## src/rtl/bin2seg_encoder_pkg.sv

```systemverilog
// Shared types and constants for the binary-to-7-segment encoder.
// Contents: FSM state encoding, active-low segment codes (bit0=a .. bit6=g, 0=lit),
// and a constant function for powers of ten used to derive the overflow limit.
package disp_pkg;

    localparam int unsigned SEG_W = 7;
    localparam int unsigned NIB_W = 4;

    typedef enum logic [1:0] {
        IDLE   = 2'd0,
        SHIFT  = 2'd1,
        ENCODE = 2'd2
    } state_t;

    localparam logic [SEG_W-1:0] SEG_BLANK = 7'h7F;
    localparam logic [SEG_W-1:0] SEG_DASH  = 7'h3F;
    localparam logic [SEG_W-1:0] SEG_0     = 7'h40;
    localparam logic [SEG_W-1:0] SEG_1     = 7'h79;
    localparam logic [SEG_W-1:0] SEG_2     = 7'h24;
    localparam logic [SEG_W-1:0] SEG_3     = 7'h30;
    localparam logic [SEG_W-1:0] SEG_4     = 7'h19;
    localparam logic [SEG_W-1:0] SEG_5     = 7'h12;
    localparam logic [SEG_W-1:0] SEG_6     = 7'h02;
    localparam logic [SEG_W-1:0] SEG_7     = 7'h78;
    localparam logic [SEG_W-1:0] SEG_8     = 7'h00;
    localparam logic [SEG_W-1:0] SEG_9     = 7'h10;

    // 10^n, evaluated at elaboration time for the overflow threshold
    function automatic logic [63:0] pow10(input int unsigned n);
        logic [63:0] r;
        r = 64'd1;
        for (int unsigned i = 0; i < n; i++) begin
            r = r * 64'd10;
        end
        return r;
    endfunction

endpackage

```

## src/rtl/bin2seg_encoder_if.sv

```systemverilog
// Request/response bundle of the binary-to-7-segment encoder.
// Signals: bin_i/valid_i (request), ready_o (idle), done_o (result pulse),
// number_o (DIGITS active-low 7-seg patterns, digit k at [7k+6:7k]).
// master: requester side; slave: encoder side.
interface bin2seg_encoder_if #(
    parameter int unsigned WIDTH  = 27,
    parameter int unsigned DIGITS = 8
);
    logic [WIDTH-1:0]    bin_i;
    logic                valid_i;
    logic                ready_o;
    logic                done_o;
    logic [7*DIGITS-1:0] number_o;

    modport master (output bin_i, output valid_i,
                    input  ready_o, input done_o, input number_o);
    modport slave  (input  bin_i, input valid_i,
                    output ready_o, output done_o, output number_o);
endinterface

```

## src/rtl/bin2seg_encoder_seg7_decode.sv

```systemverilog
// seg7_decode: combinational BCD nibble to active-low 7-segment pattern.
// Ports: i_bcd (4-bit BCD digit), o_seg_c (gfedcba, 0=lit). Codes above 9 show blank.
module seg7_decode
    import disp_pkg::*;
(
    input  logic [NIB_W-1:0] i_bcd,
    output logic [SEG_W-1:0] o_seg_c
);

    always_comb begin : decode
        o_seg_c = SEG_BLANK;
        case (i_bcd)
            4'd0:    o_seg_c = SEG_0;
            4'd1:    o_seg_c = SEG_1;
            4'd2:    o_seg_c = SEG_2;
            4'd3:    o_seg_c = SEG_3;
            4'd4:    o_seg_c = SEG_4;
            4'd5:    o_seg_c = SEG_5;
            4'd6:    o_seg_c = SEG_6;
            4'd7:    o_seg_c = SEG_7;
            4'd8:    o_seg_c = SEG_8;
            4'd9:    o_seg_c = SEG_9;
            default: o_seg_c = SEG_BLANK;
        endcase
    end

endmodule

```

## src/rtl/bin2seg_encoder.sv

```systemverilog
// bin2seg_encoder: sequential double-dabble conversion of an unsigned binary value
// into DIGITS active-low 7-segment patterns for a multiplexed display scanner.
// Ports: clk_i (clock), rst_ni (async active-low reset), bus (bin2seg_encoder_if.slave:
// bin_i, valid_i, ready_o, done_o, number_o).
// One shift per clock; result appears WIDTH+1 cycles after accept with a done_o pulse
// and is held until the next conversion completes.
// Optional build macro: LEADING_ZERO_BLANK_EN blanks digits above the most significant
// nonzero digit (digit 0 always shown); otherwise all digits are zero-padded.
module bin2seg_encoder
    import disp_pkg::*;
#(
    parameter int unsigned WIDTH  = 27,
    parameter int unsigned DIGITS = 8
) (
    input  logic               clk_i,
    input  logic               rst_ni,
    bin2seg_encoder_if.slave   bus
);

    localparam int unsigned BCD_W = NIB_W * DIGITS;
    localparam int unsigned SR_W  = BCD_W + WIDTH;
    localparam int unsigned NUM_W = SEG_W * DIGITS;
    localparam int unsigned CNT_W = (WIDTH > 1) ? $clog2(WIDTH) : 1;
    localparam logic [63:0] MAX_VAL = pow10(DIGITS) - 64'd1;

    state_t             r_state;
    logic [SR_W-1:0]    r_sr;
    logic [CNT_W-1:0]   r_cnt;
    logic               r_ovf;
    logic [NUM_W-1:0]   r_number;
    logic               r_done;
    logic               r_ready;

    state_t             w_state_nxt;
    logic [SR_W-1:0]    w_sr_nxt;
    logic [CNT_W-1:0]   w_cnt_nxt;
    logic               w_ovf_nxt;
    logic [NUM_W-1:0]   w_number_nxt;
    logic               w_done_nxt;
    logic               w_ready_nxt;

    logic [SR_W-1:0]    w_sr_adj;
    logic [SEG_W-1:0]   w_seg [DIGITS];
    logic [NUM_W-1:0]   w_digits;

    // Double-dabble correction: every BCD nibble >= 5 gets +3 before the shift
    always_comb begin : bcd_adjust
        w_sr_adj = r_sr;
        for (int k = 0; k < int'(DIGITS); k++) begin
            if (r_sr[WIDTH + NIB_W*k +: NIB_W] >= 4'd5) begin
                w_sr_adj[WIDTH + NIB_W*k +: NIB_W] = r_sr[WIDTH + NIB_W*k +: NIB_W] + 4'd3;
            end
        end
    end

    // One decoder per digit, fed from the BCD half of the shift register
    for (genvar g = 0; g < int'(DIGITS); g++) begin : g_dec
        seg7_decode u_dec (
            .i_bcd   (r_sr[WIDTH + NIB_W*g +: NIB_W]),
            .o_seg_c (w_seg[g])
        );
    end

    // Final digit selection: overflow dash, optional leading-zero blanking
    always_comb begin : digit_select
`ifdef LEADING_ZERO_BLANK_EN
        logic seen_nz;
        seen_nz = 1'b0;
`endif
        w_digits = '1;
        for (int k = int'(DIGITS) - 1; k >= 0; k--) begin
`ifdef LEADING_ZERO_BLANK_EN
            if (r_sr[WIDTH + NIB_W*k +: NIB_W] != 4'd0) begin
                seen_nz = 1'b1;
            end
`endif
            if (r_ovf) begin
                w_digits[SEG_W*k +: SEG_W] = SEG_DASH;
`ifdef LEADING_ZERO_BLANK_EN
            end else if (!seen_nz && (k != 0)) begin
                w_digits[SEG_W*k +: SEG_W] = SEG_BLANK;
`endif
            end else begin
                w_digits[SEG_W*k +: SEG_W] = w_seg[k];
            end
        end
    end

    // Next-state and registered-output logic
    always_comb begin : fsm_next
        w_state_nxt  = r_state;
        w_sr_nxt     = r_sr;
        w_cnt_nxt    = r_cnt;
        w_ovf_nxt    = r_ovf;
        w_number_nxt = r_number;
        w_done_nxt   = 1'b0;
        w_ready_nxt  = 1'b0;
        case (r_state)
            IDLE: begin
                if (bus.valid_i) begin
                    w_sr_nxt    = {BCD_W'(0), bus.bin_i};
                    w_cnt_nxt   = '0;
                    w_ovf_nxt   = (64'(bus.bin_i) > MAX_VAL);
                    w_state_nxt = SHIFT;
                end else begin
                    w_ready_nxt = 1'b1;
                end
            end
            SHIFT: begin
                w_sr_nxt  = {w_sr_adj[SR_W-2:0], 1'b0};
                w_cnt_nxt = r_cnt + CNT_W'(1);
                if (r_cnt == CNT_W'(WIDTH - 1)) begin
                    w_state_nxt = ENCODE;
                end
            end
            ENCODE: begin
                w_number_nxt = w_digits;
                w_done_nxt   = 1'b1;
                w_ready_nxt  = 1'b1;
                w_state_nxt  = IDLE;
            end
            default: begin
                w_state_nxt = IDLE;
                w_ready_nxt = 1'b1;
            end
        endcase
    end

    // State and output registers
    always_ff @(posedge clk_i or negedge rst_ni) begin : fsm_regs
        if (!rst_ni) begin
            r_state  <= IDLE;
            r_sr     <= '0;
            r_cnt    <= '0;
            r_ovf    <= 1'b0;
            r_number <= '1;
            r_done   <= 1'b0;
            r_ready  <= 1'b1;
        end else begin
            r_state  <= w_state_nxt;
            r_sr     <= w_sr_nxt;
            r_cnt    <= w_cnt_nxt;
            r_ovf    <= w_ovf_nxt;
            r_number <= w_number_nxt;
            r_done   <= w_done_nxt;
            r_ready  <= w_ready_nxt;
        end
    end

    assign bus.ready_o  = r_ready;
    assign bus.done_o   = r_done;
    assign bus.number_o = r_number;

endmodule
```

## src/flat_wrapper.sv

```systemverilog
// flat-port wrapper written by rule: the top's interface ports become plain ports
module bin2seg_encoder_flat import disp_pkg::*;
#(
    parameter int unsigned WIDTH  = 27,
    parameter int unsigned DIGITS = 8
)
  (clk_i, rst_ni, bus_bin_i, bus_valid_i, bus_ready_o, bus_done_o, bus_number_o);
  bin2seg_encoder_if #(.WIDTH(WIDTH), .DIGITS(DIGITS)) bus_i ();
  input  logic clk_i;
  input  logic rst_ni;
  input wire logic [$bits(bus_i.bin_i)-1:0] bus_bin_i;
  input wire logic [$bits(bus_i.valid_i)-1:0] bus_valid_i;
  output wire logic [$bits(bus_i.ready_o)-1:0] bus_ready_o;
  output wire logic [$bits(bus_i.done_o)-1:0] bus_done_o;
  output wire logic [$bits(bus_i.number_o)-1:0] bus_number_o;
  assign bus_i.bin_i = bus_bin_i;
  assign bus_i.valid_i = bus_valid_i;
  assign bus_ready_o = bus_i.ready_o;
  assign bus_done_o = bus_i.done_o;
  assign bus_number_o = bus_i.number_o;
  bin2seg_encoder #(.WIDTH(WIDTH), .DIGITS(DIGITS)) u_core (.clk_i(clk_i), .rst_ni(rst_ni), .bus(bus_i));
endmodule
```

## config.mk

```make
export PLATFORM = sky130hd
export DESIGN_NAME = bin2seg_encoder_flat
export DESIGN_NICKNAME = d
export VERILOG_FILES = /design/src/rtl/bin2seg_encoder_pkg.sv /design/src/rtl/bin2seg_encoder_if.sv /design/src/rtl/bin2seg_encoder_seg7_decode.sv /design/src/rtl/bin2seg_encoder.sv /design/src/flat_wrapper.sv
export SDC_FILE = /design/constraint.sdc
export NUM_CORES = 1
export LEC_CHECK = 0
export ABC_AREA = 1
export BUFFER_PORTS_ARGS = -buffer_cell sky130_fd_sc_hd__clkbuf_2
export CAP_MARGIN = 20
export CORE_UTILIZATION = 50
export DETAILED_ROUTE_END_ITERATION = 10
export PLACE_DENSITY = 0.71
export RECOVER_POWER = 50
export SETUP_SLACK_MARGIN = 0.1
export SLEW_MARGIN = 30
export SYNTH_ARGS = -nofsm -noshare
export SYNTH_HDL_FRONTEND = slang
export SYNTH_SLANG_ARGS = --single-unit
```

## constraint.sdc

```tcl
create_clock -name clk_i -period 2.8 [get_ports clk_i]
set_clock_uncertainty 0.15 [all_clocks]
set_input_delay 0.28 -clock clk_i [delete_from_list [all_inputs] [get_ports clk_i]]
set_output_delay 0.28 -clock clk_i [all_outputs]
set_load 0.01 [all_outputs]
```

==> impl_metrics.sql <==
INSERT INTO impl_metrics (metric_group, metric, value, unit) VALUES
('global_routing', 'wire_length_of_the_first_global_routing_pass', '25900', 'um'),
('hold_path', 'timing.hold.worst.class', 'in2reg', ''),
('yosys', 'mapped_nets', '868', ''),
('worst_setup_path', 'cp_data_required_time', '2.96', 'ns'),
('clock_network', 'tritoncts', 'yes', ''),
('yosys', 'synth-main-ff-cell', 'sky130_fd_sc_hd__dfrtp_1', ''),
('layout', 'area_delta_synth_final', '19.2', '%'),
('yosys', 'synth.lib_cells_used.distinct', '35', ''),
('timing', 'finalCriticalPeriod', '2.01', 'ns'),
('global_routing', 'grt_pass1_vias', '5632', ''),
('yosys', 'syn_area_per_cell', '8.43', 'sq um'),
('global_routing', 'grt-ovfl-total', '0', ''),
('die', 'die_area', '13900', 'sq um'),
('die', 'die-width', '118', 'um'),
('route', 'post-route-drc-count', '0', ''),
('clock_network', 'cts.root.buffer_cell', 'sky130_fd_sc_hd__clkbuf_16', ''),
('placed_design', 'io_buffer_count', '87', ''),
('timing', 'final_max_slew_viol_count', '0', ''),
('layout', 'most-common-layout-cells', 'sky130_fd_sc_hd__nand2_1 (131), sky130_fd_sc_hd__inv_1 (108), sky130_fd_sc_hd__o21ai_0 (108)', ''),
('die', 'placeableCoreArea', '12900', 'sq um'),
('yosys', 'post_synthesis_sequential_area_ratio', '47.7', '%'),
('yosys', 'synth_top_cell_by_area', 'sky130_fd_sc_hd__dfrtp_1', ''),
('global_routing', 'initial_antenna_violation_count', '0', ''),
('global_routing', 'grt_usage', '23.0', '%'),
('worst_setup_path', 'crit_path_max_fanout', '30', ''),
('layout', 'layout.cells.non_filler', '1089', ''),
('die', 'row_count', '41', ''),
('worst_setup_path', 'timing.critical_path.arrival', '2.17', 'ns'),
('yosys', 'synth.top_cell.area_share', '25.3', '%'),
('timing', 'setup_repair_after_global_routing_missed_its_margin', 'no', ''),
('layout', 'mostFrequentLayoutCell', 'sky130_fd_sc_hd__nand2_1', ''),
('clock_network', 'worst_skew_pair.late_latency', '0.41', 'ns'),
('placed_design', 'pre_cts_slack', '0.876', 'ns'),
('clock_network', 'clock-sinks', '125', ''),
('timing', 'tightestPinTransition', '1.24', 'ns'),
('route', 'drt_first_iter_violations', '418', ''),
('yosys', 'mappedNetlistArea', '6710', 'sq um'),
('route', 'met2RoutedLength', '7110', 'um'),
('timing', 'setup_violation_total_in_the_final_timing_report', '0', ''),
('die', 'initial_core_util', '52.1', '%'),
('worst_setup_path', 'crit_path_top_delay_cell', 'sky130_fd_sc_hd__clkbuf_1', ''),
('route', 'highest_layer', 'met4', ''),
('route', 'met3RoutedLength', '633', 'um'),
('worst_setup_path', 'crit_path_end_kind', 'flip-flop', ''),
('flow_run', 'max_cap_violations', '0', ''),
('die', 'num_io_pins', '88', ''),
('clock_network', 'longest_clk_path_bufs', '2', ''),
('global_routing', 'grt_max_degree', '50', ''),
('layout', 'finalCoreUtilization', '62.1', '%'),
('outcome', 'outcome', 'completed', ''),
('layout', 'multi_input_comb_area', '2940', 'sq um'),
('clock_network', 'tritoncts.num_buffers', '17', ''),
('clock_network', 'ctsHtreeMaxLevel', '4', ''),
('placed_design', 'detailedPlacementHpwl', '9810', 'um'),
('worst_setup_path', 'crit_path_cell_trace', 'inv_1 > nand3_1 > clkbuf_1 > o211ai_1 > o31ai_1', ''),
('die', 'die_y', '118', 'um'),
('route', 'drt-pass1-iter-count', '5', ''),
('worst_setup_path', 'timing.critical_path.from_type', 'flip-flop', ''),
('worst_setup_path', 'critPathMaxStageDelay', '0.89', 'ns'),
('route', 'wirelength_met1', '6800', 'um'),
('timing', 'postLayoutSetupSlackWorst', '0.787', 'ns'),
('yosys', 'synth_warn', '0', ''),
('layout', 'layout-drive-gt1-share', '16.6', '%'),
('power_and_ir_drop', 'power_per_cell_area', '1250', 'nW/um^2'),
('yosys', 'netlist_top_cells_area', 'sky130_fd_sc_hd__dfrtp_1 (25%), sky130_fd_sc_hd__dfstp_2 (22%), sky130_fd_sc_hd__o21ai_0 (8.1%), sky130_fd_sc_hd__ha_1 (7.8%), sky130_fd_sc_hd__nand2_1 (7.3%)', ''),
('yosys', 'postSynthRegisterBits', '125', ''),
('yosys', 'synth_enable_flop_cells', '0', ''),
('layout', 'antenna_cells_inserted', '0', ''),
('route', 'dr_total_vias', '5765', ''),
('route', 'wl_per_cell', '13.5', 'um'),
('timing', 'timing.fmax', '0.497', 'GHz');
==> state kept, by name, summed over array words and instances, names as in the netlist <==
signal and flops:
u_core.bus.number_o 56, u_core.r_ovf 1, u_core.r_cnt 5, u_core.bus.ready_o 1
u_core.r_state 2, u_core.bus.done_o 1, u_core.r_sr 59
==> layer usage <==
layer  up-vias  GRT usage, %
met5         -             0
met4         0          7.29
met3        15          4.80
met2       148          38.1
met1      2721          30.2
li1       2881             -
==> layout make-up <==
cell class,instances,area share (%)
inverters,114,5.38
clock buffers,23,5.97
well taps,172,2.69
repair buffers,117,8.40
multi-input cells,530,36.7
flip-flops and latches,125,40.0
clock inverters,8,0.845
==> where the power goes <==
part           internal [uW]  leakage (uW)  total (uW)  switching [uW]
clock                   1270      0.000272        2020             744
sequential              3000       0.00144        3770             769
combinational           1650       0.00212        4230            2590
total                   5930       0.00383       10000            4100
==> synth_stat cells (all sizes together), types with 10 or more instances <==
master and count:
nand3 23, dfrtp 68, a22oi 22, ha 42, o21ai 124, o211ai 10, nand2 133, a21oi 52
dfstp 57, clkbuf 11, o22ai 17, buf 16, inv 114, nor2 73
==> timing repair <==
item                                   CTS  global route
hold buffers                            23             0
setup endpoints to repair                0             0
endpoints found under the hold margin   67             0
buffers inserted                         0             0
==> path summary, 6_finish.rpt <==
kind,from,to,slack (ns),cells after the start
setup / recovery,u_core.r_state[0],u_core.r_cnt[3],0.79,5
hold / removal,bus_bin_i[17],u_core.r_sr[17],0.03,3
min in group asynchronous,rst_ni,u_core.r_sr[36],0.53,2
setup reg to reg,u_core.r_state[0],u_core.r_cnt[3],0.79,5
max in group asynchronous,rst_ni,u_core.bus.number_o[3],0.81,3
hold reg to reg,u_core.bus.number_o[41],u_core.bus.number_o[41],0.34,2
==> through the flow <==
stage | instance area (sq um) | hold WS (ns)
final | 8000 | 0.0319
after global routing | 8000 | 0.0336
after CTS | 8060 | 0.0158
after detailed placement | 7290 | 0.194
after global placement | 7290 | 0.195
after floorplan | 6710 | -0.166
==> worst max-delay path: cells and delay by family (launching register included) <==
kind	cells	cell delay, ns
AOI/OAI and AO/OA	2	0.32
buffers and inverters	2	0.95
DFF	1	0.44
and+or+nand+nor	1	0.06
==> cell families after synthesis <==
group | after synthesis | share of synthesized area, %
buf+inv | 141 | 8.57
compound gates | 248 | 21.1
fa+ha+maj | 42 | 7.83
flops | 125 | 47.7
xor+xnor | 2 | 0.261
simple gates | 238 | 14.6
No activity file was read; power rests on OpenSTA's default activity.
